<file path="src/rtl/temp_sensor_pkg.sv">
// Shared constants, frame layout and FSM encoding for the temperature sensor reader.
package temp_sensor_pkg;

    localparam int unsigned FRAME_BITS = 12;
    localparam int unsigned RAW_MSB    = 11;
    localparam int unsigned RAW_LSB    = 2;
    localparam int unsigned FAULT_BIT  = 0;
    localparam int unsigned RAW_W      = 10;
    localparam int unsigned SUM_W      = 12;

    typedef enum logic [1:0] {
        IDLE,
        SETUP,
        SHIFT,
        DONE
    } state_e;

    // Sign-extend a raw quarter-degree sample to accumulator width.
    function automatic logic signed [SUM_W-1:0] sext_raw(input logic signed [RAW_W-1:0] r);
        return {{(SUM_W-RAW_W){r[RAW_W-1]}}, r};
    endfunction

endpackage

</file>
<file path="src/rtl/temp_avg4.sv">
// 4-sample moving average of raw quarter-degree readings, output in whole degrees C.
module temp_avg4
    import temp_sensor_pkg::*;
(
    input  logic                    clk,
    input  logic                    reset,
    input  logic                    push,
    input  logic signed [RAW_W-1:0] sample,
    output logic signed [7:0]       avg
);

    logic signed [RAW_W-1:0] win_q [4];
    logic signed [RAW_W-1:0] win_d [4];
    logic                    primed_q;
    logic signed [SUM_W-1:0] sum_c;

    // avg already reflects a sample being pushed this cycle, so the caller can register it directly.
    always_comb begin
        for (int i = 0; i < 4; i++) begin
            win_d[i] = win_q[i];
        end
        if (push) begin
            win_d[0] = sample;
            for (int i = 1; i < 4; i++) begin
                win_d[i] = primed_q ? win_q[i-1] : sample;
            end
        end
        sum_c = sext_raw(win_d[0]) + sext_raw(win_d[1]) + sext_raw(win_d[2]) + sext_raw(win_d[3]);
        // Dropping the low 4 bits of a signed sum is an arithmetic shift right by 4.
        avg   = sum_c[SUM_W-1:4];
    end

    always_ff @(posedge clk) begin
        if (!reset) begin
            for (int i = 0; i < 4; i++) begin
                win_q[i] <= '0;
            end
            primed_q <= 1'b0;
        end else if (push) begin
            for (int i = 0; i < 4; i++) begin
                win_q[i] <= win_d[i];
            end
            primed_q <= 1'b1;
        end
    end

endmodule

</file>
<file path="src/rtl/temp_sensor_reader.sv">
// Periodic SPI-style reader for a 12-bit serial temperature sensor with fault rejection
// and a smoothed, registered whole-degree output.
module temp_sensor_reader
    import temp_sensor_pkg::*;
#(
    parameter int unsigned       CLK_DIV       = 4,
    parameter int unsigned       SAMPLE_PERIOD = 1000,
    parameter logic signed [7:0] RESET_TEMP    = 8'sd25
) (
    input  logic              clk,
    input  logic              reset,
    input  logic              miso,
    output logic              sclk,
    output logic              cs_n,
    output logic signed [7:0] temperature,
    output logic              temp_valid,
    output logic              sensor_fault
);

    localparam int unsigned DIV_W = (CLK_DIV > 1) ? $clog2(CLK_DIV) : 1;
    localparam int unsigned PER_W = (SAMPLE_PERIOD > 1) ? $clog2(SAMPLE_PERIOD) : 1;
    localparam int unsigned BIT_W = $clog2(FRAME_BITS);

    state_e                  state_q;
    logic [DIV_W-1:0]        div_q;
    logic [BIT_W-1:0]        bit_q;
    logic [PER_W-1:0]        per_q;
    logic [PER_W-1:0]        per_d;
    logic [FRAME_BITS-1:0]   shift_q;
    logic                    cs_n_q;
    logic                    sclk_q;
    logic signed [7:0]       temp_q;
    logic                    valid_q;
    logic                    fault_q;
    logic                    div_last_c;
    logic                    push_c;
    logic signed [7:0]       avg_c;

    assign div_last_c = (div_q == DIV_W'(CLK_DIV - 1));
    assign push_c     = (state_q == DONE) && !shift_q[FAULT_BIT];
    assign per_d      = (per_q == PER_W'(SAMPLE_PERIOD - 1)) ? '0 : per_q + PER_W'(1);

    always_ff @(posedge clk) begin
        if (!reset) begin
            per_q <= '0;
        end else begin
            per_q <= per_d;
        end
    end

    // Conversion sequencer; cs_n/sclk are registered alongside the state.
    always_ff @(posedge clk) begin
        if (!reset) begin
            state_q <= IDLE;
            div_q   <= '0;
            bit_q   <= '0;
            shift_q <= '0;
            cs_n_q  <= 1'b1;
            sclk_q  <= 1'b0;
        end else begin
            case (state_q)
                IDLE: begin
                    if (per_q == '0) begin
                        state_q <= SETUP;
                        cs_n_q  <= 1'b0;
                        div_q   <= '0;
                    end
                end
                SETUP: begin
                    if (div_last_c) begin
                        state_q <= SHIFT;
                        bit_q   <= BIT_W'(FRAME_BITS - 1);
                        div_q   <= '0;
                    end else begin
                        div_q <= div_q + DIV_W'(1);
                    end
                end
                SHIFT: begin
                    if (!div_last_c) begin
                        div_q <= div_q + DIV_W'(1);
                    end else begin
                        div_q <= '0;
                        if (!sclk_q) begin
                            sclk_q  <= 1'b1;
                            shift_q <= {shift_q[FRAME_BITS-2:0], miso};
                        end else begin
                            sclk_q <= 1'b0;
                            if (bit_q == '0) begin
                                state_q <= DONE;
                                cs_n_q  <= 1'b1;
                            end else begin
                                bit_q <= bit_q - BIT_W'(1);
                            end
                        end
                    end
                end
                DONE: begin
                    state_q <= IDLE;
                end
                default: begin
                    state_q <= IDLE;
                    cs_n_q  <= 1'b1;
                    sclk_q  <= 1'b0;
                end
            endcase
        end
    end

    temp_avg4 u_avg (
        .clk    (clk),
        .reset  (reset),
        .push   (push_c),
        .sample ($signed(shift_q[RAW_MSB:RAW_LSB])),
        .avg    (avg_c)
    );

    always_ff @(posedge clk) begin
        if (!reset) begin
            temp_q  <= RESET_TEMP;
            valid_q <= 1'b0;
            fault_q <= 1'b0;
        end else begin
            valid_q <= push_c;
            if (state_q == DONE) begin
                fault_q <= shift_q[FAULT_BIT];
            end
            if (push_c) begin
                temp_q <= avg_c;
            end
        end
    end

    assign cs_n         = cs_n_q;
    assign sclk         = sclk_q;
    assign temperature  = temp_q;
    assign temp_valid   = valid_q;
    assign sensor_fault = fault_q;

endmodule

</file>
<file path="config.mk">
export PLATFORM = sky130hd
export DESIGN_NAME = temp_sensor_reader
export DESIGN_NICKNAME = d
export VERILOG_FILES = /design/src/rtl/temp_sensor_pkg.sv /design/src/rtl/temp_avg4.sv /design/src/rtl/temp_sensor_reader.sv
export SDC_FILE = /design/constraint.sdc
export NUM_CORES = 1
export LEC_CHECK = 0
export CAP_MARGIN = 20
export CELL_PAD_IN_SITES_DETAIL_PLACEMENT = 1
export CELL_PAD_IN_SITES_GLOBAL_PLACEMENT = 1
export CORE_MARGIN = 2
export CORE_UTILIZATION = 45
export DETAILED_ROUTE_END_ITERATION = 8
export PLACE_DENSITY_LB_ADDON = 0.1
export SYNTH_ARGS = -nofsm -noshare
export SYNTH_HDL_FRONTEND = slang
export SYNTH_SLANG_ARGS = --single-unit
</file>
<file path="constraint.sdc">
create_clock -name clk -period 11.3 [get_ports clk]
set_clock_uncertainty 0.15 [all_clocks]
set_input_delay 2.26 -clock clk [delete_from_list [all_inputs] [get_ports clk]]
set_output_delay 2.26 -clock clk [all_outputs]
set_load 0.05 [all_outputs]
</file>
==> results.sh, run 1 <==
export IMPL_final_common_cell="nand2_1"
export IMPL_rows=37
export IMPL_ys_warn_count=0
export IMPL_htreeDepth=3
export IMPL_total_leakage_power_nw=1.96
export IMPL_grt_start_max_net_pins=88
export IMPL_vias_per_cell=5.42
export IMPL_cts_num_sinks=83
export IMPL_grt_pass1_vias=3878
export IMPL_cts_tree="built"
export IMPL_tightestPinTransition_ns=1.05
export IMPL_remaining_drc_errors=0
export IMPL_start_util_pct=45.7
export IMPL_diodes=0
export IMPL_drtPass1Iterations=4
export IMPL_fin_nets=560
export IMPL_setup_viol=0
export IMPL_grt_pass1_wl_mm=18.3
export IMPL_dp_hpwl_mm=7.01
export IMPL_status="finished, final reports clean"
export IMPL_core_area_mm2=0.0102
export IMPL_maxSlewViolCount=0
export IMPL_die_area_mm2=0.0112
export IMPL_port_buffers=14
export IMPL_critPathKind="flip-flop to flip-flop"
export IMPL_ant_nets=0
export IMPL_rsz0062_at_grt="false"
export IMPL_cts_buffer_depth=2
export IMPL_hold_path_class="flip-flop to flip-flop"
export IMPL_slew_headroom_pct=29.8
export IMPL_hold_buffers=0
export IMPL_reg2reg_to="temperature[7]"
export IMPL_period_share_pct=42.1
export IMPL_final_cell_mix="77 x nand2_1, 75 x a21oi_1, 69 x nor2_1"
export IMPL_hp_start="shift_q[1]"
export IMPL_vias=3574
export IMPL_cts_resized=0
export IMPL_yosysTopAreaCellShare_pct=25.8
export IMPL_die_h_um=106
export IMPL_synth_distinct_cells=46
export IMPL_clk_latency_ns=0.35
export IMPL_cts_buffers=9
export IMPL_drt_iter0_drc=125
export IMPL_cts_root_buf="clkbuf_8"
export IMPL_ys_seq_area_share_pct=44.3
export IMPL_fmax_mhz=210
export IMPL_syn_cell_area_mm2=0.00465
export IMPL_ff2ff_setup_slack_ns=6.54
export IMPL_crit_required_ns=11.39
export IMPL_netlist_instances=514
export IMPL_postCtsSetupBuffers=0
export IMPL_r2r_cells=13
export IMPL_syn_to_final_growth_pct=9.60
export IMPL_crit_fanout=87
export IMPL_routed_wl_mm=10.3
export IMPL_avgSynthCellArea_um2=9.05
export IMPL_end_kind="flip-flop"
export IMPL_drive_gt1_share_pct=5.74
export IMPL_cts_reportedPaths_clkPinSlew_ns=0.09
export IMPL_setup_tns_ns=0
export IMPL_die_w_um=106
export IMPL_synth_seq_cells=83
export IMPL_synth_area_leaders="edfxtp_1 26%, dfxtp_1 19%, fa_1 8.6%"
export IMPL_whs_endpoint="shift_q[1]"
export IMPL_io_pins=15
export IMPL_setup_ws_ns=6.54
export IMPL_antenna_found_initial=0
export IMPL_grt_usage_pct=20.2
export IMPL_synth_net_count=556
export IMPL_gp_congestion=0.783
export IMPL_fin_crit_ns=4.76
export IMPL_finalHoldViolCount=0
export IMPL_start_kind="flip-flop"
export IMPL_ir_drop_mv=0.105
export IMPL_gr_total_overflow=0
export IMPL_fillCellCount=1218
export IMPL_r2r_start="state_q[0]"
export IMPL_critical_path_arrival_ns=4.85
export IMPL_synth_top_area_cell="edfxtp_1"
export IMPL_cap_violations=0
export IMPL_min_delay_path_depth=2
export IMPL_p_per_area_mw_per_mm2=198
export IMPL_dp_slack_ns=6.50
export IMPL_routedWlPerCell_um=15.6
## cell usage after synthesis, drive strengths merged
master and instances:
o311a 1, o41ai 2, xor2 6, a211oi 2, a21boi 1, and4 2
nand2b 2, edfxtp 40, nor3b 2, inv 26, dfxtp 43, a211o 1
a21oi 75, fa 20, nor3 8, nand3 9, a221o 1, nand3b 1
a311oi 1, or4b 1, nand4 6, xnor2 6, nor2 69, or2 2
o31ai 2, buf 5, o21ai 23, clkbuf 21, o31a 1, ha 19
o211ai 2, mux2i 4, or3 3, nand2 78, and3 11, a32oi 2
nor2b 13, or4 2, o21a 1
## registers in the layout, summed over array words and instances (netlist names)
register and flops:
div_q 2, temperature 8, shift_q 12, u_avg.win_q 40
bit_q 4, sclk 1, per_q 10, state_q 2
u_avg.primed_q 1, sensor_fault 1, cs_n 1, temp_valid 1
## per-stage QoR
step                      hold WS, ns  instance area (µm²)  total power [W]  utilization, %  cells
after detailed placement        0.304                 4910         0.000802            48.2    643
after global placement          0.289                 4910         0.000788            48.2    643
after global routing            0.344                 5100          0.00109            50.1    659
after floorplan                 0.276                 4650         0.000698               -    514
final                           0.317                 5100          0.00101            50.1    659
after CTS                       0.318                 5100          0.00102            50.1    659
## metal layers
metal | global-route usage, % | wire, µm | up-vias
met3 | 2.91 | 176 | 9
li1 | - | - | 1766
met2 | 35.4 | 5150 | 29
met5 | 0 | 0 | -
met4 | 6.48 | 116 | 0
met1 | 25.7 | 4860 | 1770
## where the power goes
group          total [W]  switching, W  internal [W]  leakage [nW]
Clock           0.000216      0.000112      0.000104        0.0945
Sequential      0.000363     0.0000168      0.000346         0.762
Combinational   0.000429      0.000266      0.000164          1.10
Total            0.00101      0.000395      0.000614          1.96
## worst max-delay path, cell delays in order, from the launching register on
cell,delay (ns)
dfxtp_1,0.33
ha_1,0.23
nand2b_2,0.08
buf_4,0.62
o21ai_0,0.29
fa_1,0.63
fa_1,0.44
ha_1,0.31
nand4_1,0.16
or2_2,0.33
o211ai_2,0.19
a21oi_1,0.14
or4_1,0.50
and4_1,0.20
## area by class of cell
class / instances / area, µm² / area share, %
Multi-Input combinational cell: 379 / 2400 / 47.0
Sequential cell: 83 / 2060 / 40.4
Timing Repair Buffer: 19 / 178 / 3.48
Tap cell: 136 / 170 / 3.34
Clock buffer: 11 / 131 / 2.58
Inverter: 26 / 97.6 / 1.91
Clock inverter: 5 / 61.3 / 1.20
## worst max path at each step
stage / from / endpoint / cells after the start
6_report: state_q[0] / temperature[7] / 13
5_1_grt: state_q[0] / temperature[7] / 13
4_1_cts: state_q[0] / temperature[7] / 13
3_5_place_dp: state_q[0] / temperature[7] / 13
3_3_place_gp: reset / u_avg.win_q[3][6] / 2
2_1_floorplan: state_q[0] / temperature[7] / 16
## logic make-up (layout without fill, tap and decap cells)
logic type | Yosys count | count (layout) | share of synthesized area, %
AND/OR/NAND/NOR | 209 | 209 | 20.2
AO/OA/AOI/OAI | 115 | 115 | 14.4
flip-flops | 83 | 83 | 44.3
buffers and inverters | 52 | 61 | 4.22
adder cells (fa/ha/maj) | 39 | 39 | 13.7
XOR/XNOR | 12 | 12 | 2.26
multiplexers | 4 | 4 | 0.861
No activity file was read; power rests on OpenSTA's default activity.
==> inputs of run 2 (changes only) <==
- CORE_UTILIZATION: 45 -> 43
- clock period: 11.3 -> 4.2 ns (I/O delays scaled with it)
==> run 2 against run 1 <==
Non-clock buffer count up 14; sequential cell count stayed put; wire length increased by 6.9%; cell area increased by 4.6%; sequential share of layout area down 1.7 points; count of clock-buffer cells in the layout down 2; sequential power increased to 2.7 times the previous value.
==> results.sh, run 2 (synthesis gave the netlist of run 1 again) <==
export IMPL_finalHoldViolCount=0
export IMPL_cts_buffer_depth=2
export IMPL_min_delay_path_depth=2
export IMPL_grt_start_max_net_pins=35
export IMPL_diodes=0
export IMPL_antenna_found_initial=0
export IMPL_final_common_cell="nand2_1"
export IMPL_gp_congestion=0.793
export IMPL_slew_headroom_pct=44.8
export IMPL_final_cell_mix="77 x nand2_1, 69 x a21oi_1, 67 x nor2_1"
export IMPL_final_util_pct=51.2
export IMPL_core_area_mm2=0.0104
export IMPL_clk_latency_ns=0.37
export IMPL_period_share_pct=95.6
export IMPL_die_area_mm2=0.0117
export IMPL_crit_start="state_q[1]"
export IMPL_critical_path_arrival_ns=4.14
export IMPL_largest_register_ffs=40
export IMPL_status="finished, final reports clean"
export IMPL_start_util_pct=44.7
export IMPL_drtPass1Iterations=4
export IMPL_vias=3654
export IMPL_fin_nets=574
export IMPL_r2r_cells=14
export IMPL_fin_cells=673
export IMPL_maxSlewViolCount=0
export IMPL_hold_path_class="flip-flop to flip-flop"
export IMPL_cts_root_buf="clkbuf_8"
export IMPL_remaining_drc_errors=0
export IMPL_cap_violations=0
export IMPL_drt_iter0_drc=120
export IMPL_cts_tree="built"
export IMPL_routedWlPerCell_um=16.4
export IMPL_htreeDepth=3
export IMPL_reg2reg_to="temperature[7]"
export IMPL_start_kind="flip-flop"
export IMPL_setup_viol=0
export IMPL_total_leakage_power_nw=2.05
export IMPL_io_pins=15
export IMPL_ir_drop_mv=0.406
export IMPL_vias_per_cell=5.43
export IMPL_routed_wl_mm=11.0
export IMPL_grt_pass1_vias=3803
export IMPL_setup_ws_ns=0.185
export IMPL_port_buffers=14
export IMPL_whs_endpoint="shift_q[2]"
export IMPL_crit_required_ns=4.32
export IMPL_die_h_um=108
export IMPL_reg_top3="u_avg.win_q: 40 flops, shift_q: 12 flops, per_q: 10 flops"
export IMPL_syn_to_final_growth_pct=14.7
export IMPL_total_power_w=0.00290
export IMPL_cts_reportedPaths_clkPinSlew_ns=0.09
export IMPL_placed_cells=655
export IMPL_tightestPinTransition_ns=0.825
export IMPL_p_per_area_mw_per_mm2=544
export IMPL_rows=37
export IMPL_cts_num_sinks=83
export IMPL_ant_nets=0
export IMPL_regMostFlops="u_avg.win_q"
export IMPL_gr_total_overflow=0
export IMPL_fin_crit_ns=4.01
export IMPL_hp_start="shift_q[1]"
export IMPL_drive_gt1_share_pct=11.9
export IMPL_ff2ff_setup_slack_ns=0.19
export IMPL_cts_buffers=9
export IMPL_grt_pass1_wl_mm=18.5
export IMPL_r2r_start="state_q[1]"
export IMPL_crit_fanout=32
export IMPL_fmax_mhz=249
export IMPL_critPathKind="flip-flop to flip-flop"
export IMPL_grt_usage_pct=20.5
export IMPL_end_kind="flip-flop"
export IMPL_dp_hpwl_mm=7.97
export IMPL_hold_buffers=0
export IMPL_die_w_um=108
export IMPL_dp_slack_ns=0.0110
run 2: cell count changes in the layout (fill, tap and decap cells not counted), sizes merged:
cell	change
buf	+14
clkbuf	-2
inv	+2
run 2: power by group:
part / total [W] / switching, W / internal (W)
clock network: 0.000616 / 0.000332 / 0.000284
logic: 0.00129 / 0.000762 / 0.000533
registers: 0.000990 / 0.0000578 / 0.000933
total: 0.00290 / 0.00115 / 0.00175
run 2: layout make-up:
cell class	instances	area, µm²
Tap cell	136	170
Clock buffer	9	124
Multi-Input combinational cell	379	2480
Clock inverter	7	81.3
Fill cell	1206	5080
Inverter	26	97.6
Timing Repair Buffer	33	320
Sequential cell	83	2070
run 2: worst max-delay path by stage:
stage	to	depth (start not counted)
after floorplan	temperature[7]	16
after global placement	temperature[7]	15
after detailed placement	temperature[7]	14
after CTS	temperature[7]	14
after global routing	temperature[7]	14
final	temperature[7]	14
run 2: critical path, cell delays in order (launching register included):
cell and delay (ns):
dfxtp_2 0.39, ha_4 0.16, nand2b_2 0.10, buf_12 0.19, nand2_1 0.08, o21ai_1 0.08, fa_1 0.57, fa_1 0.47
ha_4 0.30, nand4_1 0.10, or2_2 0.32, o211ai_2 0.19, a21oi_1 0.12, or4_1 0.49, and4_1 0.20
run 2: what timing repair did:
| item | in CTS | in global routing |
|---|---|---|
| gates cloned | 0 | 0 |
| resized for setup | 2 | 25 |
| pin swaps | 0 | 4 |
| buffers inserted | 0 | 2 |
| setup endpoints to repair | 1 | 3 |
run 2: through the flow:
| step | TNS (ns) | hold slack, ns | cell area [µm²] |
|---|---|---|---|
| floorplan | 0 | 0.276 | 4660 |
| global placement | 0 | 0.292 | 5030 |
| detailed placement | 0 | 0.305 | 5030 |
| CTS | 0 | 0.319 | 5240 |
| global route | -0.0253 | 0.341 | 5340 |
| finish | 0 | 0.315 | 5340 |
run 2: routing by layer:
layer / share of wire [%] / vias to the layer above / track usage (%)
met2: 48 / 49 / 33.3
met4: 1.8 / 0 / 8.70
met1: 48 / 1804 / 27.6
li1: - / 1788 / -
met5: 0 / - / 0
met3: 2.9 / 13 / 2.83
